### src/rtl/dwt_pkg.sv
// rtl/dwt_pkg.sv - shared widths, offset and sideband record for the DWT Haar datapath
package dwt_pkg;

   localparam int PIX_W = 8;
   localparam int PAIR_W = 16;
   localparam logic [PIX_W-1:0] HIGH_OFFSET = 8'd128;
   localparam int MAX_PTR_W = 16;

   // Pointers are carried at a fixed maximum width; each user narrows them to its own extent
   typedef struct packed {
      logic [MAX_PTR_W-1:0] row_column_pointer;
      logic [MAX_PTR_W-1:0] pixel_pointer;
      logic                 valid;
      logic                 line_end;
      logic                 pass_end;
   } side_t;

   function automatic int ptr_w(input int width);
      return $clog2(width);
   endfunction

endpackage

### src/rtl/haar_lifting_mac_if.sv
// rtl/haar_lifting_mac_if.sv - pixel-pair request and coefficient response bundle
interface haar_lifting_mac_if import dwt_pkg::*; #(
   parameter int WIDTH = 256
) ();

   localparam int PW = ptr_w(WIDTH);

   logic [PAIR_W-1:0] i_pix;
   logic              i_pix_valid;
   logic [PW-1:0]     i_row_column_pointer;
   logic [PW-1:0]     i_pixel_pointer;
   logic              i_mode;
   logic [2:0]        i_level;
   logic [PAIR_W-1:0] o_coef;
   logic              o_coef_valid;
   logic [PW-1:0]     o_row_column_pointer;
   logic [PW-1:0]     o_pixel_pointer;
   logic              o_line_done;
   logic              o_pass_done;
   logic              o_seq_error;

   modport master (
      output i_pix, i_pix_valid, i_row_column_pointer, i_pixel_pointer, i_mode, i_level,
      input  o_coef, o_coef_valid, o_row_column_pointer, o_pixel_pointer,
      input  o_line_done, o_pass_done, o_seq_error
   );

   modport slave (
      input  i_pix, i_pix_valid, i_row_column_pointer, i_pixel_pointer, i_mode, i_level,
      output o_coef, o_coef_valid, o_row_column_pointer, o_pixel_pointer,
      output o_line_done, o_pass_done, o_seq_error
   );

endinterface

### src/rtl/haar_pair_kernel.sv
// rtl/haar_pair_kernel.sv - two-stage Haar pair: sum/diff, then halve and offset the high band
module haar_pair_kernel import dwt_pkg::*; (
   input  logic              clk,
   input  logic              rst,
   input  logic [PAIR_W-1:0] pix,
   input  logic              valid,
   output logic [PAIR_W-1:0] coef,
   output logic              coef_valid
);

   logic [PIX_W-1:0]        a;
   logic [PIX_W-1:0]        b;
   logic [PIX_W:0]          sum;
   logic signed [PIX_W:0]   diff;
   logic                    v1;

   assign a = pix[PAIR_W-1:PIX_W];
   assign b = pix[PIX_W-1:0];

   // floor(diff/2) spans -128..127, so adding the offset lands exactly in 0..255
   always_ff @(posedge clk) begin
      if (rst) begin
         sum        <= '0;
         diff       <= '0;
         v1         <= 1'b0;
         coef       <= '0;
         coef_valid <= 1'b0;
      end else begin
         v1 <= valid;
         if (valid) begin
            sum  <= {1'b0, a} + {1'b0, b};
            diff <= {1'b0, a} - {1'b0, b};
         end
         coef_valid <= v1;
         if (v1) begin
            coef <= {PIX_W'(sum >> 1), PIX_W'(diff >>> 1) + HIGH_OFFSET};
         end
      end
   end

endmodule

### src/rtl/haar_lifting_mac.sv
// rtl/haar_lifting_mac.sv - Haar pair responder with pointer alignment and raster sequence checking
module haar_lifting_mac import dwt_pkg::*; #(
   parameter int HEIGHT              = 256,
   parameter int WIDTH               = 256,
   parameter int DECOMPOSITION_LEVEL = 1
) (
   input  logic               clk,
   input  logic               rst,
   haar_lifting_mac_if.slave  bus
);

   localparam int PW = ptr_w(WIDTH);

   logic [2:0]    lvl;
   logic [31:0]   line_len;
   logic [31:0]   num_lines;
   logic          line_end;
   logic          pass_end;
   logic [PW-1:0] exp_pix;
   logic [PW-1:0] exp_line;
   logic          seq_error;
   side_t         s1;
   side_t         s2;
   logic          kern_valid;

   always_comb begin
      lvl = (bus.i_level > 3'(DECOMPOSITION_LEVEL)) ? 3'(DECOMPOSITION_LEVEL) : bus.i_level;
      line_len  = (bus.i_mode ? 32'(HEIGHT) : 32'(WIDTH)) >> lvl;
      num_lines = (bus.i_mode ? 32'(WIDTH) : 32'(HEIGHT)) >> lvl;
      line_end  = (32'(bus.i_pixel_pointer) == line_len - 32'd2);
      pass_end  = line_end && (32'(bus.i_row_column_pointer) == num_lines - 32'd1);
   end

   // Counters follow the received pointers, so one bad beat is flagged once and framing recovers
   always_ff @(posedge clk) begin
      if (rst) begin
         exp_pix   <= '0;
         exp_line  <= '0;
         seq_error <= 1'b0;
         s1        <= '0;
         s2        <= '0;
      end else begin
         s1.valid    <= bus.i_pix_valid;
         s1.line_end <= line_end;
         s1.pass_end <= pass_end;
         if (bus.i_pix_valid) begin
            s1.row_column_pointer <= MAX_PTR_W'(bus.i_row_column_pointer);
            s1.pixel_pointer      <= MAX_PTR_W'(bus.i_pixel_pointer);
            if (bus.i_row_column_pointer != exp_line || bus.i_pixel_pointer != exp_pix) begin
               seq_error <= 1'b1;
            end
            if (pass_end) begin
               exp_pix  <= '0;
               exp_line <= '0;
            end else if (line_end) begin
               exp_pix  <= '0;
               exp_line <= bus.i_row_column_pointer + PW'(1);
            end else begin
               exp_pix  <= bus.i_pixel_pointer + PW'(2);
               exp_line <= bus.i_row_column_pointer;
            end
         end
         s2.valid    <= s1.valid;
         s2.line_end <= s1.line_end;
         s2.pass_end <= s1.pass_end;
         if (s1.valid) begin
            s2.row_column_pointer <= s1.row_column_pointer;
            s2.pixel_pointer      <= s1.pixel_pointer;
         end
      end
   end

   haar_pair_kernel u_kernel (
      .clk        (clk),
      .rst        (rst),
      .pix        (bus.i_pix),
      .valid      (bus.i_pix_valid),
      .coef       (bus.o_coef),
      .coef_valid (kern_valid)
   );

   assign bus.o_coef_valid         = kern_valid;
   assign bus.o_row_column_pointer = PW'(s2.row_column_pointer);
   assign bus.o_pixel_pointer      = PW'(s2.pixel_pointer);
   assign bus.o_line_done          = s2.valid & s2.line_end;
   assign bus.o_pass_done          = s2.valid & s2.pass_end;
   assign bus.o_seq_error          = seq_error;

endmodule

### src/flat_wrapper.sv
// flat-port wrapper written by rule: the top's interface ports become plain ports
module haar_lifting_mac_flat import dwt_pkg::*;
#(
   parameter int HEIGHT              = 256,
   parameter int WIDTH               = 256,
   parameter int DECOMPOSITION_LEVEL = 1
)
  (clk, rst, bus_i_pix, bus_i_pix_valid, bus_i_row_column_pointer, bus_i_pixel_pointer, bus_i_mode, bus_i_level, bus_o_coef, bus_o_coef_valid, bus_o_row_column_pointer, bus_o_pixel_pointer, bus_o_line_done, bus_o_pass_done, bus_o_seq_error);
  haar_lifting_mac_if #(.WIDTH(WIDTH)) bus_i ();
  input  logic clk;
  input  logic rst;
  input wire logic [$bits(bus_i.i_pix)-1:0] bus_i_pix;
  input wire logic [$bits(bus_i.i_pix_valid)-1:0] bus_i_pix_valid;
  input wire logic [$bits(bus_i.i_row_column_pointer)-1:0] bus_i_row_column_pointer;
  input wire logic [$bits(bus_i.i_pixel_pointer)-1:0] bus_i_pixel_pointer;
  input wire logic [$bits(bus_i.i_mode)-1:0] bus_i_mode;
  input wire logic [$bits(bus_i.i_level)-1:0] bus_i_level;
  output wire logic [$bits(bus_i.o_coef)-1:0] bus_o_coef;
  output wire logic [$bits(bus_i.o_coef_valid)-1:0] bus_o_coef_valid;
  output wire logic [$bits(bus_i.o_row_column_pointer)-1:0] bus_o_row_column_pointer;
  output wire logic [$bits(bus_i.o_pixel_pointer)-1:0] bus_o_pixel_pointer;
  output wire logic [$bits(bus_i.o_line_done)-1:0] bus_o_line_done;
  output wire logic [$bits(bus_i.o_pass_done)-1:0] bus_o_pass_done;
  output wire logic [$bits(bus_i.o_seq_error)-1:0] bus_o_seq_error;
  assign bus_i.i_pix = bus_i_pix;
  assign bus_i.i_pix_valid = bus_i_pix_valid;
  assign bus_i.i_row_column_pointer = bus_i_row_column_pointer;
  assign bus_i.i_pixel_pointer = bus_i_pixel_pointer;
  assign bus_i.i_mode = bus_i_mode;
  assign bus_i.i_level = bus_i_level;
  assign bus_o_coef = bus_i.o_coef;
  assign bus_o_coef_valid = bus_i.o_coef_valid;
  assign bus_o_row_column_pointer = bus_i.o_row_column_pointer;
  assign bus_o_pixel_pointer = bus_i.o_pixel_pointer;
  assign bus_o_line_done = bus_i.o_line_done;
  assign bus_o_pass_done = bus_i.o_pass_done;
  assign bus_o_seq_error = bus_i.o_seq_error;
  haar_lifting_mac #(.HEIGHT(HEIGHT), .WIDTH(WIDTH), .DECOMPOSITION_LEVEL(DECOMPOSITION_LEVEL)) u_core (.clk(clk), .rst(rst), .bus(bus_i));
endmodule
### config.mk
export PLATFORM = sky130hd
export DESIGN_NAME = haar_lifting_mac_flat
export DESIGN_NICKNAME = d
export VERILOG_FILES = /design/src/rtl/dwt_pkg.sv /design/src/rtl/haar_lifting_mac_if.sv /design/src/rtl/haar_pair_kernel.sv /design/src/rtl/haar_lifting_mac.sv /design/src/flat_wrapper.sv
export SDC_FILE = /design/constraint.sdc
export NUM_CORES = 1
export LEC_CHECK = 0
export ABC_CLOCK_PERIOD_IN_PS = 3000
export CAP_MARGIN = 20
export CORE_MARGIN = 2
export CORE_UTILIZATION = 45
export CTS_BUF_LIST = sky130_fd_sc_hd__clkbuf_4 sky130_fd_sc_hd__clkbuf_8
export DETAILED_ROUTE_END_ITERATION = 10
export GPL_TIMING_DRIVEN = 0
export MAX_ROUTING_LAYER = met4
export PLACE_DENSITY = 0.69
export SYNTH_ARGS = -nofsm -noshare
export SYNTH_HDL_FRONTEND = slang
export SYNTH_HIERARCHICAL = 1
export SYNTH_SLANG_ARGS = --single-unit
### constraint.sdc
create_clock -name clk -period 3 [get_ports clk]
set_input_delay 0.3 -clock clk [delete_from_list [all_inputs] [get_ports clk]]
set_output_delay 0.3 -clock clk [all_outputs]
set_load 0.02 [all_outputs]
==> results.toml, run 1 <==
[synthesis]
ys_seq_area_share_pct = 39.2
ys_warn_count = 6
synth_area_leader_cell = "dfxtp_1"
synth_mux_area_share_pct = 11.7
async_flop_share_pct = 0
synthesis.area_sq_um = 4550
synth_fp_nets = 561
yosysTopAreaCellShare_pct = 39.2
synth_xor_area_share_pct = 5.72
synthSimpleGateAreaFrac_pct = 17.7
yosys.area_share.adder_pct = 5.83
synth_seq_cells = 89
synth_edf_count = 0
yosysUniqueCellTypes = 57
synth_ff_type = "dfxtp_1"
netlist_instances = 502
synth_area_leaders = "dfxtp_1 39%, mux2i_1 12%, nor2_1 5.9%, ha_1 5.0%, xnor2_1 3.9%"
synth-compound-area-share_pct = 11.4
avgSynthCellArea_sq_um = 9.06
synth_top_family_by_area = "simple AND/OR/NAND/NOR gates"

[worst_hold_path]
worstHoldPathCells = 3
hp-class = "primary input to register"

[timing]
maxSlewViolCount = 0
fmax_ghz = 0.390
period_minus_slack_ps = 2570
grt_setup_unrepaired = "false"
slew_headroom_pct = 55.8
setup_viol = 0
tightest_slew_ps = 663
setup_tns_ps = 0
finClkSkew_ps = 9.07
period_share_pct = 85.5
hold_slack_ps = 279
hold_viol_final = 0

[pwr]
power_density_nw_per_um2 = 466
pwr-share-seq_pct = 49.5
p_clk_share_pct = 32.4
netSwitchingPower_uw = 741
switching_share_pct = 28.5
vdd_drop_max_v = 0.000226
p_comb_share_pct = 18.1
p_int_uw = 1850
p_leak_uw = 0.00222
design_power_total_uw = 2600

[setup_path]
r2r_end = "u_core/bus.o_pixel_pointer[5]"
critical_path_required_ps = 3240
worstPathMaxFanout = 10
r2r_cells = 4
reg2reg_slack_ps = 1370
critPathArrivalTime_ps = 2810
startpoint = "bus_i_level[2]"
cp-start-kind = "primary input"
r2r_start = "u_core/s1[2]"
crit_end = "u_core/exp_line[5]"
crit_type = "primary input to register"
end_kind = "register"

[cts]
ctsResizeCount = 0
cts_root_buffer = "clkbuf_8"
cts.sinks = 89
cts_inserted_buffers = 9
cts_tree = "yes"
cts_hold_buffers = 0
insertion_delay_ps = 370
htreeDepth = 3
clk_pin_slew_ps = 80
post_cts_buffers = 0
clock_path_buffers = 2

[cells_and_area]
drive_gt1_share_pct = 10.1
layout_commonest_cell = "dfxtp_1"
postLayoutCellArea_sq_um = 5570
final_cell_mix = "89 x dfxtp_1, 72 x nor2_1, 65 x clkdlybuf4s50_1"
final_nets = 637
syn_to_final_growth_pct = 22.4
antenna_cells = 0

[grt]
grt_pass1_wl_mm = 17.3
track_usage_pct = 20.3
grt_max_degree = 17
overflow = 0
grt_pass1_vias = 3570
grt_antenna_before_repair = 0

[detailed_routing]
drtIter0Drc = 237
routed_via_density = 5.29
ant_nets = 0
dr.pass1.iters = 5
avgRoutedWirePerCell_um = 14.9
totalWireLength_mm = 10.7
drc = 0
vias = 3788

[die]
start_util_pct = 46.5
rows = 36
dieWidth_um = 105
core_sq_um = 9770
die-height_um = 105
io-pin-count = 75
dieArea_sq_um = 10900

[placed_design]
place_hpwl_mm = 8.00
placedInstanceArea_sq_um = 5360
place_congestion = 0.933
io_buffers = 65

[run]
cap_viol_max_count = 0

[run_status]
status = "completed"
-- worst min path at each step --
stage                                start  slack [ps]                endpoint
3_3_place_gp                  u_core/s1[0]         430            u_core/s2[0]
2_1_floorplan                 u_core/s1[0]         410            u_core/s2[0]
5_1_grt        bus_i_row_column_pointer[4]         280      u_core/exp_line[4]
4_1_cts        bus_i_row_column_pointer[4]         250      u_core/exp_line[4]
3_5_place_dp        u_core/bus.o_seq_error         450  u_core/bus.o_seq_error
6_report       bus_i_row_column_pointer[4]         280      u_core/exp_line[4]
-- stage by stage --
| step | std cells | setup WS, ps | util, % |
|---|---|---|---|
| CTS | 716 | 491 | 56.9 |
| detailed placement | 700 | 100 | 54.9 |
| finish | 716 | 434 | 56.9 |
| floorplan | 502 | 829 | - |
| global route | 716 | 341 | 56.9 |
| global placement | 700 | 138 | 54.9 |
-- power groups by stage --
| stage | logic [uW] | registers [uW] | clock network [uW] |
|---|---|---|---|
| final | 470 | 1280 | 840 |
| after global routing | 516 | 1290 | 914 |
| after CTS | 467 | 1280 | 865 |
| after detailed placement | 465 | 1310 | 0 |
| after global placement | 456 | 1310 | 0 |
| after floorplan | 298 | 1310 | 0 |
-- final cells by class --
class / count / area [sq um]
clock inverters: 7 / 77.6
well taps: 133 / 166
repair buffers: 65 / 651
fillers: 891 / 4210
plain buffers: 55 / 299
flip-flops and latches: 89 / 1780
inverters: 23 / 86.3
multi-input cells: 335 / 2380
clock buffers: 9 / 124
-- flip-flops by register name (all words and copies together), names as in the netlist --
name and cells:
u_core/u_kernel/v1 1, u_core/exp_pix 8, u_core/u_kernel/coef 16, u_core/s2 3
u_core/exp_line 8, u_core/bus.o_row_column_pointer 8, u_core/s1 19, u_core/u_kernel/diff 8
u_core/bus.o_seq_error 1, u_core/bus.o_pixel_pointer 8, u_core/u_kernel/sum 8, u_core/u_kernel/coef_valid 1
-- synthesized netlist by cell type (2+ instances only) --
cell type,n
or2_2,2
dfxtp_1,89
or3_1,3
ha_1,18
nor3b_1,3
nand4_1,15
a21oi_1,16
clkbuf_1,18
buf_4,18
mux2i_1,53
xor2_1,6
a211o_1,2
nand2_1,16
o21ai_0,5
a41oi_1,3
o31ai_1,4
nor3_1,2
xnor2_1,20
fa_1,2
o21ai_1,3
nor2b_1,8
and2_1,5
a311oi_1,6
buf_1,4
a31oi_1,2
buf_2,13
nor4_1,5
and3_1,4
xnor2_2,2
nor2_1,72
nand2b_1,8
inv_1,21
o31a_1,3
o211ai_1,10
inv_2,2
a211oi_1,9
o311ai_0,2
nand3_1,9
-- worst max-delay path, stage by stage --
cell             delay (ps)
clkdlybuf4s50_1         430
or3_1                   370
buf_2                   170
ha_1                    280
nor4bb_1                330
nand4_1                 220
clkbuf_1                310
a211oi_1                320
o31ai_1                  90
-- routing by layer --
layer | global-route usage [%] | routed length [um] | up-vias
met5 | - | 0 | -
met4 | 8.11 | 171 | 0
met3 | 4.45 | 676 | 17
met2 | 30.4 | 4780 | 121
met1 | 26.7 | 5070 | 1774
li1 | - | - | 1876
-- cells by family (layout without fill, tap and decap cells) --
family,count (synthesis),after routing
AO/OA/AOI/OAI,73,73
XOR/XNOR,28,28
adder cells (fa/ha/maj),20,20
buffers and inverters,78,159
flip-flops,89,89
multiplexers,53,53
AND/OR/NAND/NOR,161,161
(Power assumes the default switching activity.)
==> run 2, diff against run 1 <==
--- a/config.mk
+++ b/config.mk
@@ -9,7 +9,7 @@
 export CAP_MARGIN = 20
 export CORE_MARGIN = 2
 export CORE_UTILIZATION = 45
-export CTS_BUF_LIST = sky130_fd_sc_hd__clkbuf_4 sky130_fd_sc_hd__clkbuf_8
+export CTS_BUF_LIST = sky130_fd_sc_hd__clkbuf_2
 export DETAILED_ROUTE_END_ITERATION = 10
 export GPL_TIMING_DRIVEN = 0
 export MAX_ROUTING_LAYER = met4
==> run 2 against run 1 <==
Against the previous run:
- final cell count did not move
- sequential share of layout area rose by 0.46 points
- cell area fell by 1.4%
- critical path type unchanged
- largest cell class unchanged
==> results.toml, run 2 (same netlist as run 1, synthesis figures left out) <==
[grt]
track_usage_pct = 20.2
grt_antenna_before_repair = 0
grt_pass1_vias = 3567
overflow = 0
grt_pass1_wl_mm = 17.3
grt_max_degree = 17

[cts]
htreeDepth = 3
clk_pin_slew_ps = 240
insertion_delay_ps = 560
clock_path_buffers = 2
cts_root_buffer = "clkbuf_2"
cts.sinks = 89
cts_tree = "yes"
ctsResizeCount = 0
cts_inserted_buffers = 9
post_cts_buffers = 0
cts_hold_buffers = 0

[setup_path]
crit_type = "primary input to register"
critPathArrivalTime_ps = 2810
reg2reg_slack_ps = 1360
r2r_end = "u_core/bus.o_pixel_pointer[1]"
critical_path_required_ps = 3460
r2r_start = "u_core/s1[2]"
r2r_cells = 4
end_kind = "register"
cp-start-kind = "primary input"
worstPathMaxFanout = 10

[cells_and_area]
syn_to_final_growth_pct = 20.7
final_nets = 637
final_core_util_pct = 56.1
final_cell_mix = "89 x dfxtp_1, 72 x nor2_1, 65 x clkdlybuf4s50_1"
regMostFlops = "u_core/s1"
antenna_cells = 0
largest_register_ffs = 19
layout_commonest_cell = "dfxtp_1"
top_regs = "u_core/s1 (19), u_core/u_kernel/coef (16)"
drive_gt1_share_pct = 10.1

[pwr]
p_clk_share_pct = 26.5
switching_share_pct = 30.4
vdd_drop_max_v = 0.000187
pwr-share-seq_pct = 53.8
p_leak_uw = 0.00220
p_comb_share_pct = 19.7
design_power_total_uw = 2400
p_int_uw = 1670
power_density_nw_per_um2 = 437
netSwitchingPower_uw = 728

[timing]
finClkSkew_ps = 16.9
maxSlewViolCount = 0
grt_setup_unrepaired = "false"
setup_viol = 0
period_minus_slack_ps = 2350
tightest_slew_ps = 660
hold_viol_final = 0
period_share_pct = 78.4
setup_tns_ps = 0
setup_ws_ps = 649
fmax_ghz = 0.425
slew_headroom_pct = 56.0
hold_slack_ps = 68.6

[worst_hold_path]
whs_endpoint = "u_core/exp_line[4]"
worstHoldPathCells = 3
hold_path.startpoint = "bus_i_row_column_pointer[4]"
hp-class = "primary input to register"

[detailed_routing]
ant_nets = 0
drtIter0Drc = 216
vias = 3798
dr.pass1.iters = 7
avgRoutedWirePerCell_um = 15.0
routed_via_density = 5.30
totalWireLength_mm = 10.7
drc = 0

[die]
dieWidth_um = 105
core_sq_um = 9770
dieArea_sq_um = 10900
die-height_um = 105
rows = 36
start_util_pct = 46.5
io-pin-count = 75

[placed_design]
dp_slack_ps = 100
place_congestion = 0.933
place_hpwl_mm = 8.00
io_buffers = 65

[run]
cap_viol_max_count = 0

[run_status]
status = "completed"
-- run 2: metal layers --
layer / part of all wire [%] / track usage (%) / up-vias
met4: 1.4 / 7.43 / 0
met3: 5.7 / 4.07 / 17
li1: - / - / 1880
met1: 48 / 26.6 / 1778
met5: 0 / - / -
met2: 45 / 30.8 / 123
-- run 2: worst max-delay path by stage --
stage | start | to | slack (ps) | cells past startpoint
2_1_floorplan | bus_i_level[2] | u_core/exp_line[3] | 830 | 8
3_3_place_gp | bus_i_level[2] | u_core/exp_line[6] | 140 | 9
3_5_place_dp | bus_i_level[2] | u_core/exp_line[6] | 100 | 9
4_1_cts | bus_i_level[2] | u_core/exp_line[5] | 690 | 9
5_1_grt | bus_i_level[2] | u_core/exp_line[2] | 570 | 9
6_report | bus_i_level[2] | u_core/exp_line[6] | 650 | 9
-- run 2: per-stage QoR --
stage	instances	area [sq um]
6_report	716	5490
5_1_grt	716	5490
4_1_cts	716	5490
3_5_place_dp	700	5360
3_3_place_gp	700	5360
2_1_floorplan	502	4550
-- run 2: power by group through the flow --
stage / Combinational [uW] / Clock, uW / Sequential (uW)
6_report: 471 / 635 / 1290
5_1_grt: 516 / 699 / 1300
4_1_cts: 467 / 653 / 1290
3_5_place_dp: 465 / 0 / 1310
3_3_place_gp: 456 / 0 / 1310
2_1_floorplan: 298 / 0 / 1310
-- run 2: area by class of cell --
cell class | count | area (sq um)
fill | 912 | 4290
clock buffer | 9 | 45.0
multi-input combinational | 335 | 2380
sequential | 89 | 1780
inverter | 23 | 86.3
clock inverter | 7 | 77.6
tap | 133 | 166
timing repair buffer | 65 | 651
buffer | 55 | 299
-- run 2: worst max-delay path, cell delays in order --
cell             delay [ps]
clkdlybuf4s50_1         430
or3_1                   370
buf_2                   170
ha_1                    280
nor4bb_1                350
nand4_1                 210
clkbuf_1                300
a211oi_1                310
o31ai_1                  90
